### config.mk
export PLATFORM = sky130hd
export DESIGN_NAME = mem_access_ctrl_flat
export DESIGN_NICKNAME = d
export VERILOG_FILES = /design/src/rtl/mem_access_ctrl_if.sv /design/src/rtl/mem_access_ctrl.sv /design/src/flat_wrapper.sv
export SDC_FILE = /design/constraint.sdc
export NUM_CORES = 1
export LEC_CHECK = 0
export CAP_MARGIN = 20
export CORE_UTILIZATION = 41
export CTS_BUF_LIST = sky130_fd_sc_hd__clkbuf_2 sky130_fd_sc_hd__clkbuf_4 sky130_fd_sc_hd__clkbuf_8
export CTS_CLUSTER_DIAMETER = 40
export DETAILED_ROUTE_END_ITERATION = 10
export HOLD_SLACK_MARGIN = 0.12
export MAX_ROUTING_LAYER = met4
export PLACE_DENSITY = 0.78
export SYNTH_ARGS = -nofsm -noshare
export SYNTH_HDL_FRONTEND = slang
export SYNTH_SLANG_ARGS = --single-unit
export TNS_END_PERCENT = 100
### constraint.sdc
create_clock -name Clk -period 1.5 [get_ports Clk]
set_input_delay 0.15 -clock Clk [delete_from_list [all_inputs] [get_ports Clk]]
set_output_delay 0.15 -clock Clk [all_outputs]
set_load 0.005 [all_outputs]
### src/rtl/mem_access_ctrl_if.sv
// mem_access_ctrl_if
// Groups the pipeline-side request signals, the byte-wide RAM port and the
// load result of mem_access_ctrl into one bundle.
//
// Signals:
//   MEM_enable_instr, MEM_RW, MEM_size, MEM_ALU_out, MEM_PD
//       Request from the EX_MEM register: enable, 1=store/0=load,
//       1=word/0=byte, byte address, store data.
//   Mem_RData           byte read from RAM (combinational on Mem_Addr)
//   Mem_Addr, Mem_WData, Mem_WE
//       Byte address, write data and write strobe towards RAM.
//   MEM_stall           pipeline freeze while an access is in progress
//   Load_data, Load_valid
//       Assembled load result and its one-cycle valid pulse.
//   Align_err           misaligned word access flag
//
// Modports:
//   master  the pipeline plus RAM side that drives requests and read data
//   slave   the access controller itself
interface mem_access_ctrl_if;
    logic        MEM_enable_instr;
    logic        MEM_RW;
    logic        MEM_size;
    logic [7:0]  MEM_ALU_out;
    logic [31:0] MEM_PD;
    logic [7:0]  Mem_RData;
    logic [7:0]  Mem_Addr;
    logic [7:0]  Mem_WData;
    logic        Mem_WE;
    logic        MEM_stall;
    logic [31:0] Load_data;
    logic        Load_valid;
    logic        Align_err;

    modport master (
        output MEM_enable_instr, MEM_RW, MEM_size, MEM_ALU_out, MEM_PD, Mem_RData,
        input  Mem_Addr, Mem_WData, Mem_WE, MEM_stall, Load_data, Load_valid, Align_err
    );

    modport slave (
        input  MEM_enable_instr, MEM_RW, MEM_size, MEM_ALU_out, MEM_PD, Mem_RData,
        output Mem_Addr, Mem_WData, Mem_WE, MEM_stall, Load_data, Load_valid, Align_err
    );
endinterface

### src/rtl/mem_access_ctrl.sv
// mem_access_ctrl
// Turns a byte or big-endian word load/store from the MEM pipeline stage into
// a sequence of single-byte RAM accesses, stalling the pipeline until done.
// Word accesses take IDLE + 4 XFER cycles, byte accesses IDLE + 1 XFER cycle,
// followed by one stall-free DONE cycle in which a load result is presented.
//
// Ports:
//   Clk    clock, rising edge
//   Reset  asynchronous, active-low reset
//   bus    mem_access_ctrl_if.slave (request, RAM port, load result, flags)
//
// Configuration:
//   MEM_ACCESS_ALIGN_CHECK_EN  when defined, a word access with a non-zero
//   low address pair skips the RAM entirely and reports Align_err in DONE
//   (a load also returns zero). When undefined, word addresses are simply
//   aligned down and Align_err is held at 0.
module mem_access_ctrl (
    input  logic             Clk,
    input  logic             Reset,
    mem_access_ctrl_if.slave bus
);

    typedef enum logic [1:0] {IDLE, XFER, DONE} state_t;

    state_t      state_q;
    logic [1:0]  cnt_q;
    logic [23:0] asmWord_q;
    logic [31:0] loadData_q;
    logic        loadValid_q;
`ifdef MEM_ACCESS_ALIGN_CHECK_EN
    logic        alignErr_q;
`endif

    logic        lastByte;
    logic        misaligned;
    logic [7:0]  storeByte;

    // A byte access finishes after its first XFER cycle, a word after cnt=3.
    assign lastByte = !bus.MEM_size || (cnt_q == 2'd3);

`ifdef MEM_ACCESS_ALIGN_CHECK_EN
    assign misaligned = bus.MEM_size && (bus.MEM_ALU_out[1:0] != 2'b00);
`else
    assign misaligned = 1'b0;
`endif

    // Big-endian lane select: cnt=0 carries the most significant byte.
    always_comb begin
        storeByte = bus.MEM_PD[7:0];
        if (bus.MEM_size) begin
            case (cnt_q)
                2'd0:    storeByte = bus.MEM_PD[31:24];
                2'd1:    storeByte = bus.MEM_PD[23:16];
                2'd2:    storeByte = bus.MEM_PD[15:8];
                default: storeByte = bus.MEM_PD[7:0];
            endcase
        end
    end

    // The RAM port is driven straight from the held request inputs during
    // XFER so nothing is latched; the address wraps because the upper bits
    // come from MEM_ALU_out and only the low pair is replaced by cnt.
    always_comb begin
        bus.Mem_Addr  = 8'h00;
        bus.Mem_WData = 8'h00;
        bus.Mem_WE    = 1'b0;
        if (state_q == XFER) begin
            bus.Mem_Addr = bus.MEM_size ? {bus.MEM_ALU_out[7:2], cnt_q} : bus.MEM_ALU_out;
            if (bus.MEM_RW) begin
                bus.Mem_WE    = 1'b1;
                bus.Mem_WData = storeByte;
            end
        end
    end

    // Reset is folded in so the stall drops the instant Reset goes low.
    assign bus.MEM_stall  = Reset && bus.MEM_enable_instr && (state_q != DONE);
    assign bus.Load_data  = loadData_q;
    assign bus.Load_valid = loadValid_q;
`ifdef MEM_ACCESS_ALIGN_CHECK_EN
    assign bus.Align_err  = alignErr_q;
`else
    assign bus.Align_err  = 1'b0;
`endif

    // Access sequencer. Load bytes are shifted into asmWord_q; on the last
    // byte the result register is written so it is visible throughout DONE,
    // where Load_valid pulses for exactly that one cycle.
    always_ff @(posedge Clk or negedge Reset) begin
        if (!Reset) begin
            state_q     <= IDLE;
            cnt_q       <= 2'd0;
            asmWord_q   <= 24'h0;
            loadData_q  <= 32'h0;
            loadValid_q <= 1'b0;
`ifdef MEM_ACCESS_ALIGN_CHECK_EN
            alignErr_q  <= 1'b0;
`endif
        end else begin
            loadValid_q <= 1'b0;
`ifdef MEM_ACCESS_ALIGN_CHECK_EN
            alignErr_q  <= 1'b0;
`endif
            case (state_q)
                IDLE: begin
                    if (bus.MEM_enable_instr) begin
                        cnt_q <= 2'd0;
                        if (misaligned) begin
                            state_q <= DONE;
`ifdef MEM_ACCESS_ALIGN_CHECK_EN
                            alignErr_q <= 1'b1;
`endif
                            if (!bus.MEM_RW) begin
                                loadData_q  <= 32'h0;
                                loadValid_q <= 1'b1;
                            end
                        end else begin
                            state_q <= XFER;
                        end
                    end
                end
                XFER: begin
                    if (!bus.MEM_RW) begin
                        asmWord_q <= {asmWord_q[15:0], bus.Mem_RData};
                    end
                    if (lastByte) begin
                        state_q <= DONE;
                        if (!bus.MEM_RW) begin
                            loadValid_q <= 1'b1;
                            loadData_q  <= bus.MEM_size ? {asmWord_q, bus.Mem_RData}
                                                        : {24'h0, bus.Mem_RData};
                        end
                    end else begin
                        cnt_q <= cnt_q + 2'd1;
                    end
                end
                DONE:    state_q <= IDLE;
                default: state_q <= IDLE;
            endcase
        end
    end

endmodule

### src/flat_wrapper.sv
// flat-port wrapper written by rule: the top's interface ports become plain ports
module mem_access_ctrl_flat 
  (Clk, Reset, bus_MEM_enable_instr, bus_MEM_RW, bus_MEM_size, bus_MEM_ALU_out, bus_MEM_PD, bus_Mem_RData, bus_Mem_Addr, bus_Mem_WData, bus_Mem_WE, bus_MEM_stall, bus_Load_data, bus_Load_valid, bus_Align_err);
  mem_access_ctrl_if bus_i ();
  input  logic Clk;
  input  logic Reset;
  input wire logic [$bits(bus_i.MEM_enable_instr)-1:0] bus_MEM_enable_instr;
  input wire logic [$bits(bus_i.MEM_RW)-1:0] bus_MEM_RW;
  input wire logic [$bits(bus_i.MEM_size)-1:0] bus_MEM_size;
  input wire logic [$bits(bus_i.MEM_ALU_out)-1:0] bus_MEM_ALU_out;
  input wire logic [$bits(bus_i.MEM_PD)-1:0] bus_MEM_PD;
  input wire logic [$bits(bus_i.Mem_RData)-1:0] bus_Mem_RData;
  output wire logic [$bits(bus_i.Mem_Addr)-1:0] bus_Mem_Addr;
  output wire logic [$bits(bus_i.Mem_WData)-1:0] bus_Mem_WData;
  output wire logic [$bits(bus_i.Mem_WE)-1:0] bus_Mem_WE;
  output wire logic [$bits(bus_i.MEM_stall)-1:0] bus_MEM_stall;
  output wire logic [$bits(bus_i.Load_data)-1:0] bus_Load_data;
  output wire logic [$bits(bus_i.Load_valid)-1:0] bus_Load_valid;
  output wire logic [$bits(bus_i.Align_err)-1:0] bus_Align_err;
  assign bus_i.MEM_enable_instr = bus_MEM_enable_instr;
  assign bus_i.MEM_RW = bus_MEM_RW;
  assign bus_i.MEM_size = bus_MEM_size;
  assign bus_i.MEM_ALU_out = bus_MEM_ALU_out;
  assign bus_i.MEM_PD = bus_MEM_PD;
  assign bus_i.Mem_RData = bus_Mem_RData;
  assign bus_Mem_Addr = bus_i.Mem_Addr;
  assign bus_Mem_WData = bus_i.Mem_WData;
  assign bus_Mem_WE = bus_i.Mem_WE;
  assign bus_MEM_stall = bus_i.MEM_stall;
  assign bus_Load_data = bus_i.Load_data;
  assign bus_Load_valid = bus_i.Load_valid;
  assign bus_Align_err = bus_i.Align_err;
  mem_access_ctrl u_core (.Clk(Clk), .Reset(Reset), .bus(bus_i));
endmodule
==> impl_metrics.py, run 1 <==
metrics = {
    "outcome": {
        "result_of_the_run": "complete, but fails checks",
        "violations": "DRC, setup timing",
    },
    "power_and_ir_drop": {
        "p_int_mw": 5.12,
        "part_of_the_power_in_combinational_logic_pct": 46.8,
        "power-per-cell-area_nw_per_um2": 1650,
        "worst_voltage_drop_across_the_vdd_grid_v": 0.00121,
        "power.switching_mw": 2.66,
        "p_leak_nw": 2.22,
        "switching_share_pct": 34.2,
        "power_frac_seq_pct": 36.8,
        "power.clock.fraction_pct": 16.4,
        "post-layout-total-power_mw": 7.78,
    },
    "clocking": {
        "clk_root_buffer_cell": "sky130_fd_sc_hd__clkbuf_8",
        "htree_num_levels": 3,
        "cts_sinks": 61,
        "clk-insertion-delay-late_ns": 0.34,
        "clkTransAtPathRegs_ns": 0.07,
        "tritoncts.num_buffers": 9,
        "cts_tree": "done",
        "cts_buffer_depth": 2,
    },
    "route": {
        "drt_pre_antenna_iters": 10,
        "count_of_routing_violations_after_the_opening_detailed_route_iteration": 202,
        "wl_um": 8550,
        "route.met2.wl_um": 4210,
        "route.detailed.vias_per_inst": 5.31,
        "vias": 2759,
        "drt-met1-wl_um": 3440,
        "route.detailed.drc": 11,
        "top_routing_layer_used": "met4",
        "route.met3.wl_um": 757,
        "antenna_violating_nets_post_route": 0,
        "route.detailed.wl_per_inst_um": 16.4,
    },
    "worst_setup_path": {
        "crit_path_max_incr_delay_ns": 0.49,
        "critical_path_class": "reg2out",
        "worst-path-max-fanout": 7,
        "critPathSlowestCell": "sky130_fd_sc_hd__a222oi_1",
        "worstPathArrival_ns": 1.83,
        "timing.critical_path.max_delay_family": "compound AO/OA/AOI/OAI gates",
        "cp.buffers_inverters": 3,
        "critical_path.endpoint_type": "primary output",
        "launching_element_type_of_the_critical_path": "flop",
        "wp_data_required_ns": 1.35,
        "crit_path_cell_trace": "buf_6 > inv_4 > ha_4 > a222oi_1 > a211oi_1 > buf_2",
    },
    "logic_synthesis": {
        "compound_cell_area_share_of_the_yosys_netlist_pct": 14.4,
        "netlist_top_cells_count": "sky130_fd_sc_hd__nand2_1 (100), sky130_fd_sc_hd__dfrtp_1 (61), sky130_fd_sc_hd__o21ai_0 (46), sky130_fd_sc_hd__nor2_1 (13), sky130_fd_sc_hd__clkbuf_1 (12)",
        "mappedNetlistNets": 359,
        "synth_simple_gate_area_share_pct": 18.6,
        "yosys.cell_types.count": 25,
        "synth.yosys.seq_area_share_pct": 54.5,
        "synth_seq_cells": 61,
        "ys.warnings.count": 0,
        "yosysTopAreaCell": "sky130_fd_sc_hd__dfrtp_1",
        "synth-edff-count": 0,
        "post_synth_fa_ha_maj_area_fraction_pct": 1.79,
        "synthArstFlopShare_pct": 100,
        "main_combinational_cell_family_by_area_after_synthesis": "simple AND/OR/NAND/NOR gates",
        "postSynthCellCount": 302,
        "top_area_cells_in_the_synthesized_netlist": "sky130_fd_sc_hd__dfrtp_1 (55%), sky130_fd_sc_hd__nand2_1 (13%), sky130_fd_sc_hd__o21ai_0 (8.2%)",
        "synthXorXnorAreaFrac_pct": 0,
        "synth_area_per_cell_sq_um": 9.27,
        "most_frequently_used_flop_master_after_synthesis": "sky130_fd_sc_hd__dfrtp_1",
        "synthMostInstantiatedCell": "sky130_fd_sc_hd__nand2_1",
        "yosys-mux-area-fraction_pct": 5.67,
        "syn-cell-area_sq_um": 2800,
        "synthDominantCellAreaShare_pct": 54.5,
    },
    "placed_design": {
        "post-place-ws_ns": -0.483,
        "number_of_placed_cells_counting_well_taps": 477,
        "count_of_port_buffers_added_during_placement": 103,
        "finalWeightedCongestion": 0.734,
        "dp_hpwl_um": 5060,
        "placedInstanceArea_sq_um": 3990,
    },
    "final_layout": {
        "n_antenna_cell": 0,
        "synthToLayoutAreaGrowth_pct": 68.0,
        "finalInstanceArea_sq_um": 4700,
        "nFillCells": 454,
        "utilization_pct": 72.8,
        "finish.cell_count_without_fillers": 520,
        "nets": 496,
        "share_of_post_route_cells_with_drive_strength_above_1_pct": 32.5,
    },
    "floorplan": {
        "design.core.area_sq_um": 6460,
        "rows": 29,
        "dieHeight_um": 84.6,
        "initial_utilization_pct": 43.4,
        "die_width_um": 84.6,
        "die_area_sq_um": 7160,
        "pin_count": 105,
    },
    "global_route": {
        "grt_start_max_net_pins": 62,
        "gr-usage-all-layers_pct": 24.0,
        "overflow_left_after_global_routing": 0,
        "antenna_violations_before_repair": 0,
        "via_count_of_the_first_global_routing_pass": 2608,
        "grt_pass1_wl_um": 12900,
    },
    "sta": {
        "whs_ns": 0.365,
        "rsz_0062_raised_after_global_routing": "yes",
        "final_sum_of_negative_setup_slack_ns": -13.58,
        "max_slew.worst_pin.slew_ns": 0.754,
        "slew_violations": 0,
        "timing.clock.skew_ns": 0.00670,
        "fmax_mhz": 504,
        "layout_worst_path_cycle_share_pct": 132,
        "hold_viol": 0,
        "worst_slew_margin_rel_pct": 49.7,
        "timing.final.crit_period_ns": 1.98,
        "setup_viol": 45,
        "final.setup.worst_slack_ns": -0.483,
    },
    "min_path": {
        "timing.hold.worst.class": "in2reg",
    },
    "run": {
        "maxCapViolations": 0,
    },
}
[sequential cells by signal, indices dropped and copies added (netlist names)]
register,flops
u_core.bus.Load_valid,1
u_core.asmWord_q,24
u_core.bus.Load_data,32
u_core.state_q,2
u_core.cnt_q,2
[worst paths after layout]
check	startpoint	end	slack, ns	depth (start not counted)
max	u_core.cnt_q[0]	bus_Mem_WData[0]	-0.48	6
min	bus_Mem_RData[4]	u_core.asmWord_q[4]	0.37	3
max reg2reg	u_core.cnt_q[0]	u_core.bus.Load_data[4]	-0.38	8
min reg2reg	u_core.asmWord_q[20]	u_core.asmWord_q[20]	0.49	2
max in group asynchronous	Reset	u_core.cnt_q[1]	0.38	3
min in group asynchronous	Reset	u_core.asmWord_q[12]	0.59	3
[final cells by class]
cell class	instances	area, sq um	area share [%]
Timing Repair Buffer	149	1490	31.6
Multi-Input combinational cell	213	1400	29.7
Sequential cell	61	1530	32.5
Clock buffer	11	145	3.09
Inverter	5	21.3	0.452
Tap cell	77	96.3	2.05
Clock inverter	4	25.0	0.532
[layout by cell type, fill, tap and decap left out, types with 5 or more instances in the layout]
master                             n
sky130_fd_sc_hd__mux2i_1           5
sky130_fd_sc_hd__dfrtp_1          59
sky130_fd_sc_hd__clkdlybuf4s50_1  84
sky130_fd_sc_hd__and2_1            6
sky130_fd_sc_hd__buf_4            15
sky130_fd_sc_hd__buf_2            14
sky130_fd_sc_hd__buf_6            18
sky130_fd_sc_hd__nor2_1           10
sky130_fd_sc_hd__a222oi_1          8
sky130_fd_sc_hd__clkbuf_2          5
sky130_fd_sc_hd__buf_8             6
sky130_fd_sc_hd__o21ai_2          24
sky130_fd_sc_hd__o21ai_0          24
sky130_fd_sc_hd__nand2_2           6
sky130_fd_sc_hd__clkbuf_8         10
sky130_fd_sc_hd__mux2_4            8
sky130_fd_sc_hd__nand2_1          91
[worst min-delay path, delay by kind of cell]
family                 cells  cell delay [ns]
buffers and inverters      1             0.42
AND/OR/NAND/NOR            2             0.10
[power groups by stage]
stage	Sequential [mW]	Clock [mW]	Combinational [mW]
after floorplan	2.78	0	1.26
final	2.86	1.28	3.65
after global routing	2.95	1.39	3.93
after detailed placement	2.82	0	2.81
after global placement	2.78	0	2.74
after CTS	2.82	1.28	3.22
[kinds of logic (layout without fill, tap and decap cells)]
kind of cell | count (synthesis) | after routing
other | 1 | 1
DFF | 61 | 61
and+or+nand+nor | 126 | 127
muxes | 13 | 13
buffers and inverters | 29 | 169
AOI/OAI and AO/OA | 68 | 68
adders and majority gates | 4 | 4
[per-layer routing]
layer / vias to the layer above / track usage (%)
met5: - / -
met4: 0 / 8.78
met3: 12 / 7.28
met2: 126 / 38.6
met1: 1340 / 28.7
li1: 1281 / -
[timing repair]
item / 4_1_cts / 5_1_grt
setup endpoints to repair: 51 / 54
cloned: 3 / 4
endpoints found under the hold margin: 61 / 0
setup buffers: 13 / 11
hold buffers: 1 / 0
pin swaps: 12 / 34
resized for setup: 106 / 76
No activity file was read; power rests on OpenSTA's default activity.
==> run 2, diff against run 1 <==
--- a/config.mk
+++ b/config.mk
@@ -6,13 +6,13 @@
 export NUM_CORES = 1
 export LEC_CHECK = 0
 export CAP_MARGIN = 20
-export CORE_UTILIZATION = 41
+export CORE_UTILIZATION = 25
 export CTS_BUF_LIST = sky130_fd_sc_hd__clkbuf_2 sky130_fd_sc_hd__clkbuf_4 sky130_fd_sc_hd__clkbuf_8
 export CTS_CLUSTER_DIAMETER = 40
 export DETAILED_ROUTE_END_ITERATION = 10
 export HOLD_SLACK_MARGIN = 0.12
 export MAX_ROUTING_LAYER = met4
-export PLACE_DENSITY = 0.78
+export RECOVER_POWER = 50
 export SYNTH_ARGS = -nofsm -noshare
 export SYNTH_HDL_FRONTEND = slang
 export SYNTH_SLANG_ARGS = --single-unit
==> run 2 against run 1 <==
Compared with the run above: the run ends with setup timing left; power fell by 3.3%; via count fell by 5.5%; fmax rose by 4.1%; clock skew rose by 0.0044 ns; register-to-register slack improved by 0.04 ns; cell count rose by 10%; sequential power fell by 1%; final area fell by 2.0%; sequential cell count did not move; first-iteration DRC count fell by 5.0%; largest cell class unchanged; largest power group unchanged.
==> impl_metrics.py, run 2 (synthesized netlist as in run 1, its figures left out) <==
metrics = {
    "route": {
        "route.detailed.drc": 0,
        "route.detailed.vias_per_inst": 4.54,
        "antenna_violating_nets_post_route": 0,
        "wl_um": 8480,
        "drt_pre_antenna_iters": 5,
        "vias": 2608,
        "route.detailed.wl_per_inst_um": 14.8,
        "count_of_routing_violations_after_the_opening_detailed_route_iteration": 192,
    },
    "final_layout": {
        "finish.cell_count_without_fillers": 574,
        "nets": 488,
        "utilization_pct": 42.4,
        "layout.cells.most_common": "sky130_fd_sc_hd__nand2_1",
        "n_antenna_cell": 0,
        "layout_common_cells": "sky130_fd_sc_hd__nand2_1 (99), sky130_fd_sc_hd__clkdlybuf4s50_1 (83), sky130_fd_sc_hd__dfrtp_1 (59), sky130_fd_sc_hd__o21ai_0 (24), sky130_fd_sc_hd__o21ai_1 (22)",
        "synthToLayoutAreaGrowth_pct": 64.7,
        "largest_register_ff_count": 32,
        "share_of_post_route_cells_with_drive_strength_above_1_pct": 24.2,
    },
    "placed_design": {
        "number_of_placed_cells_counting_well_taps": 539,
        "dp_hpwl_um": 5310,
        "count_of_port_buffers_added_during_placement": 103,
        "finalWeightedCongestion": 0.696,
    },
    "clocking": {
        "cts_tree": "done",
        "clk_root_buffer_cell": "sky130_fd_sc_hd__clkbuf_8",
        "htree_num_levels": 3,
        "cts_sinks": 61,
        "clkTransAtPathRegs_ns": 0.06,
        "cts_buffer_depth": 2,
        "clk-insertion-delay-late_ns": 0.34,
        "tritoncts.num_buffers": 9,
    },
    "worst_setup_path": {
        "wp_data_required_ns": 1.35,
        "worst-path-max-fanout": 8,
        "worstPathArrival_ns": 1.75,
        "critical_path.endpoint_type": "primary output",
        "launching_element_type_of_the_critical_path": "flop",
        "critical_path_class": "reg2out",
    },
    "power_and_ir_drop": {
        "worst_voltage_drop_across_the_vdd_grid_v": 0.00101,
        "power-per-cell-area_nw_per_um2": 1630,
        "p_leak_nw": 2.15,
    },
    "sta": {
        "timing.clock.skew_ns": 0.0111,
        "hold_viol": 0,
        "final_sum_of_negative_setup_slack_ns": -11.07,
        "timing.final.crit_period_ns": 1.90,
        "layout_worst_path_cycle_share_pct": 127,
        "max_slew.worst_pin.slew_ns": 0.813,
        "fmax_mhz": 525,
        "rsz_0062_raised_after_global_routing": "yes",
        "setup_viol": 50,
        "slew_violations": 0,
        "worst_slew_margin_rel_pct": 45.8,
        "final.setup.worst_slack_ns": -0.404,
    },
    "floorplan": {
        "die_area_sq_um": 11600,
        "pin_count": 105,
        "initial_utilization_pct": 25.7,
        "die_width_um": 108,
        "design.core.area_sq_um": 10900,
        "dieHeight_um": 108,
        "rows": 38,
    },
    "global_route": {
        "grt_pass1_wl_um": 13100,
        "via_count_of_the_first_global_routing_pass": 2606,
        "gr-usage-all-layers_pct": 15.1,
        "grt_start_max_net_pins": 62,
        "overflow_left_after_global_routing": 0,
        "antenna_violations_before_repair": 0,
    },
    "min_path": {
        "timing.hold.worst.class": "in2reg",
    },
    "run": {
        "maxCapViolations": 0,
    },
    "outcome": {
        "result_of_the_run": "complete, but fails checks",
        "violations": "setup timing",
    },
}
[run 2: changes by cell type in the layout (fill, tap and decap cells not counted), sizes merged]
cell,before,now
clkbuf,18,20
clkinvlp,2,0
buf,57,49
clkdlybuf4s50,84,83
dlymetal6s2s,0,1
clkinv,2,1
[run 2: through the flow]
| stage | setup WS [ns] | instance area, sq um | hold WS, ns | total power, mW |
|---|---|---|---|---|
| 3_3_place_gp | -0.483 | 4050 | 0.451 | 5.57 |
| 2_1_floorplan | -0.119 | 2830 | -0.146 | 4.04 |
| 5_1_grt | -0.479 | 4610 | 0.381 | 8.10 |
| 6_report | -0.404 | 4610 | 0.360 | 7.53 |
| 3_5_place_dp | -0.573 | 4050 | 0.446 | 5.63 |
| 4_1_cts | -0.400 | 4480 | 0.373 | 7.35 |
[run 2: power breakdown]
part / total, mW / switching [mW] / internal [mW] / leakage [nW]
clock: 1.35 / 0.594 / 0.759 / 0.0974
sequential: 2.82 / 0.453 / 2.36 / 0.787
combinational: 3.36 / 1.37 / 1.99 / 1.27
total: 7.53 / 2.42 / 5.11 / 2.15
[run 2: worst paths after layout]
path | from | end | slack [ns] | depth (start not counted)
setup / recovery | u_core.cnt_q[1] | bus_Mem_WData[1] | -0.40 | 5
max in group asynchronous | Reset | u_core.cnt_q[0] | 0.21 | 3
min in group asynchronous | Reset | u_core.bus.Load_data[6] | 0.71 | 3
hold reg to reg | u_core.asmWord_q[21] | u_core.asmWord_q[21] | 0.48 | 2
hold / removal | bus_MEM_size | u_core.bus.Load_data[25] | 0.36 | 4
setup reg to reg | u_core.cnt_q[1] | u_core.bus.Load_data[2] | -0.34 | 7
[run 2: routing by layer]
layer | vias to the layer above | wire length (um) | GRT usage (%)
li1 | 1261 | - | -
met1 | 1245 | 3540 | 17.8
met2 | 92 | 4130 | 24.6
met3 | 10 | 718 | 4.42
met4 | 0 | 88 | 4.99
met5 | - | 0 | -
[run 2: timing repair]
item,CTS,global route
pin swaps,22,7
hold buffers,1,0
gates cloned,3,1
buffers inserted,11,7
endpoints found under the setup margin,55,63
resized for setup,115,34
endpoints found under the hold margin,61,0
[run 2: critical path, cell delays in order (launching register included)]
cell and delay, ns:
sky130_fd_sc_hd__dfrtp_2 0.44, sky130_fd_sc_hd__buf_6 0.13, sky130_fd_sc_hd__ha_4 0.18, sky130_fd_sc_hd__a222oi_1 0.41, sky130_fd_sc_hd__a211oi_2 0.12, sky130_fd_sc_hd__buf_2 0.15
[run 2: final cells by class]
| cell class | count | area, sq um |
|---|---|---|
| flip-flops and latches | 61 | 1530 |
| well taps | 140 | 175 |
| repair buffers | 141 | 1420 |
| clock buffers | 13 | 179 |
| fillers | 1036 | 6280 |
| inverters | 5 | 18.8 |
| clock inverters | 1 | 5.00 |
| multi-input cells | 213 | 1290 |
==> run 3, diff against run 2 <==
==> constraint.sdc (replaced) <==
create_clock -name Clk -period 1.5 [get_ports Clk]
set_input_delay 0.15 -clock Clk [delete_from_list [all_inputs] [get_ports Clk]]
set_output_delay 0.15 -clock Clk [all_outputs]
set_load 0.01 [all_outputs]
==> run 3 against run 2 <==
Compared with the run above: the flow still finishes with violations (setup timing); utilization is 1.6 points lower; global-route usage grew 0.13 points; register-to-register slack improved by 0.05 ns; power shrank 0.61%; first-iteration DRC count is 11% lower; fmax shrank 1.8%; critical path depth did not move; setup slack got worse by 0.035 ns; sequential share of layout area rose by 1.3 points; clock power is 6% higher; combinational power is 4% lower; critical endpoint is now bus_Mem_WData[2]; largest power group unchanged.
==> impl_metrics.py, run 3 (synthesized netlist as in run 1, its figures left out) <==
metrics = {
    "route": {
        "route.detailed.vias_per_inst": 4.59,
        "wl_um": 8340,
        "count_of_routing_violations_after_the_opening_detailed_route_iteration": 171,
        "drt_pre_antenna_iters": 4,
        "route.detailed.wl_per_inst_um": 14.7,
        "antenna_violating_nets_post_route": 0,
        "vias": 2609,
        "route.detailed.drc": 0,
    },
    "global_route": {
        "grt_pass1_wl_um": 13200,
        "overflow_left_after_global_routing": 0,
        "grt_start_max_net_pins": 62,
        "via_count_of_the_first_global_routing_pass": 2597,
        "antenna_violations_before_repair": 0,
        "gr-usage-all-layers_pct": 15.2,
    },
    "sta": {
        "slew_violations": 0,
        "fmax_mhz": 516,
        "layout_worst_path_cycle_share_pct": 129,
        "whs_ns": 0.376,
        "timing.clock.skew_ns": 0.00961,
        "final_sum_of_negative_setup_slack_ns": -9.40,
        "max_slew.worst_pin.slew_ns": 0.836,
        "worst_slew_margin_rel_pct": 44.3,
        "rsz_0062_raised_after_global_routing": "yes",
        "hold_viol": 0,
        "final.setup.worst_slack_ns": -0.440,
        "timing.final.crit_period_ns": 1.94,
        "setup_viol": 43,
    },
    "placed_design": {
        "finalWeightedCongestion": 0.762,
        "post-place-ws_ns": -0.550,
        "count_of_port_buffers_added_during_placement": 103,
        "dp_hpwl_um": 5450,
        "number_of_placed_cells_counting_well_taps": 539,
    },
    "floorplan": {
        "initial_utilization_pct": 25.7,
        "dieHeight_um": 108,
        "design.core.area_sq_um": 10900,
        "pin_count": 105,
        "rows": 38,
        "die_width_um": 108,
        "die_area_sq_um": 11600,
    },
    "worst_setup_path": {
        "crit_path_max_incr_delay_ns": 0.44,
        "ff2ff_path_depth": 6,
        "wp_data_required_ns": 1.35,
        "launching_element_type_of_the_critical_path": "flop",
        "critical_path_class": "reg2out",
        "worstSetupPathDepth": 5,
        "worst_r2r_endpoint": "u_core.bus.Load_data[1]",
        "cp.buffers_inverters": 2,
        "worstPathArrival_ns": 1.79,
        "critPathSlowestCell": "sky130_fd_sc_hd__dfrtp_2",
        "crit_path_cell_trace": "inv_2 > ha_4 > a222oi_1 > a211oi_2 > buf_2",
        "rr_startpoint": "u_core.cnt_q[1]",
        "critical_path.endpoint_type": "primary output",
        "worst-path-max-fanout": 8,
        "timing.critical_path.max_delay_family": "compound AO/OA/AOI/OAI gates",
        "timing.reg2reg.setup_slack_ns": -0.29,
    },
    "outcome": {
        "result_of_the_run": "complete, but fails checks",
        "violations": "setup timing",
    },
    "final_layout": {
        "n_antenna_cell": 0,
        "largest_register_ff_count": 32,
        "multi_input_comb_area_sq_um": 1270,
        "layout.cells.most_common": "sky130_fd_sc_hd__nand2_1",
        "share_of_post_route_cells_with_drive_strength_above_1_pct": 22.8,
        "nFillCells": 1111,
        "final-seq-area_sq_um": 1530,
        "layout_common_cells": "sky130_fd_sc_hd__nand2_1 (99), sky130_fd_sc_hd__clkdlybuf4s50_1 (82), sky130_fd_sc_hd__dfrtp_1 (59), sky130_fd_sc_hd__o21ai_0 (43), sky130_fd_sc_hd__buf_4 (19)",
        "synthToLayoutAreaGrowth_pct": 58.7,
        "finish.cell_count_without_fillers": 569,
        "nets": 483,
    },
    "power_and_ir_drop": {
        "p_leak_nw": 2.06,
        "worst_voltage_drop_across_the_vdd_grid_v": 0.000792,
        "post-layout-total-power_mw": 7.48,
        "power-per-cell-area_nw_per_um2": 1680,
    },
    "clocking": {
        "clk-insertion-delay-late_ns": 0.33,
        "clkTransAtPathRegs_ns": 0.07,
        "cts_sinks": 61,
        "tritoncts.num_buffers": 9,
        "clk_root_buffer_cell": "sky130_fd_sc_hd__clkbuf_8",
        "htree_num_levels": 3,
        "cts_buffer_depth": 2,
        "cts_tree": "done",
    },
    "run": {
        "maxCapViolations": 0,
    },
    "min_path": {
        "worstHoldPathCells": 3,
        "timing.hold.worst_endpoint": "u_core.asmWord_q[2]",
        "timing.hold.worst.start": "bus_Mem_RData[2]",
        "timing.hold.worst.class": "in2reg",
    },
}
[run 3: layer usage]
layer | share of wire, % | wire [um] | vias up | GRT usage, %
li1 | - | - | 1250 | -
met1 | 44 | 3710 | 1269 | 19.1
met2 | 49 | 4090 | 75 | 24.6
met3 | 4.8 | 399 | 15 | 2.85
met4 | 1.7 | 141 | 0 | 5.09
met5 | 0 | 0 | - | -
[run 3: worst max-delay path by stage]
| stage | from | to | slack (ns) |
|---|---|---|---|
| after floorplan | u_core.cnt_q[0] | u_core.bus.Load_data[3] | -0.12 |
| after CTS | u_core.cnt_q[0] | bus_Mem_WData[3] | -0.42 |
| after global routing | u_core.cnt_q[1] | bus_Mem_WData[2] | -0.50 |
| after global placement | bus_MEM_size | bus_Mem_WData[7] | -0.45 |
| after detailed placement | u_core.cnt_q[0] | bus_Mem_WData[3] | -0.55 |
| final | u_core.cnt_q[1] | bus_Mem_WData[2] | -0.44 |
[run 3: cell type report]
type | count | share of cell area [%]
sequential | 61 | 34.4
multi-input combinational | 213 | 28.6
timing repair buffer | 136 | 28.3
tap | 140 | 3.94
clock buffer | 12 | 3.44
clock inverter | 2 | 0.789
inverter | 5 | 0.479
[run 3: report_power, final]
part / total [mW] / internal (mW) / switching [mW]
clock network: 1.43 / 0.830 / 0.597
logic: 3.22 / 1.76 / 1.46
registers: 2.84 / 2.36 / 0.472
[run 3: worst min-delay path, stage by stage]
cell and delay (ns):
sky130_fd_sc_hd__clkdlybuf4s50_1 0.42, sky130_fd_sc_hd__nand2_1 0.06, sky130_fd_sc_hd__nand2_1 0.04
[run 3: timing repair]
action / CTS / global route
buffers inserted: 7 / 6
hold buffers: 1 / 0
resized for setup: 93 / 18
endpoints found under the setup margin: 53 / 59
pin swaps: 13 / 10
hold endpoints to repair: 61 / 0
cloned: 2 / 1
[run 3: per-stage QoR]
| step | utilization, % | instance area (sq um) |
|---|---|---|
| after floorplan | - | 2860 |
| after global placement | 37.6 | 4090 |
| after detailed placement | 37.6 | 4090 |
| after CTS | 40.0 | 4360 |
| after global routing | 40.8 | 4440 |
| final | 40.8 | 4440 |
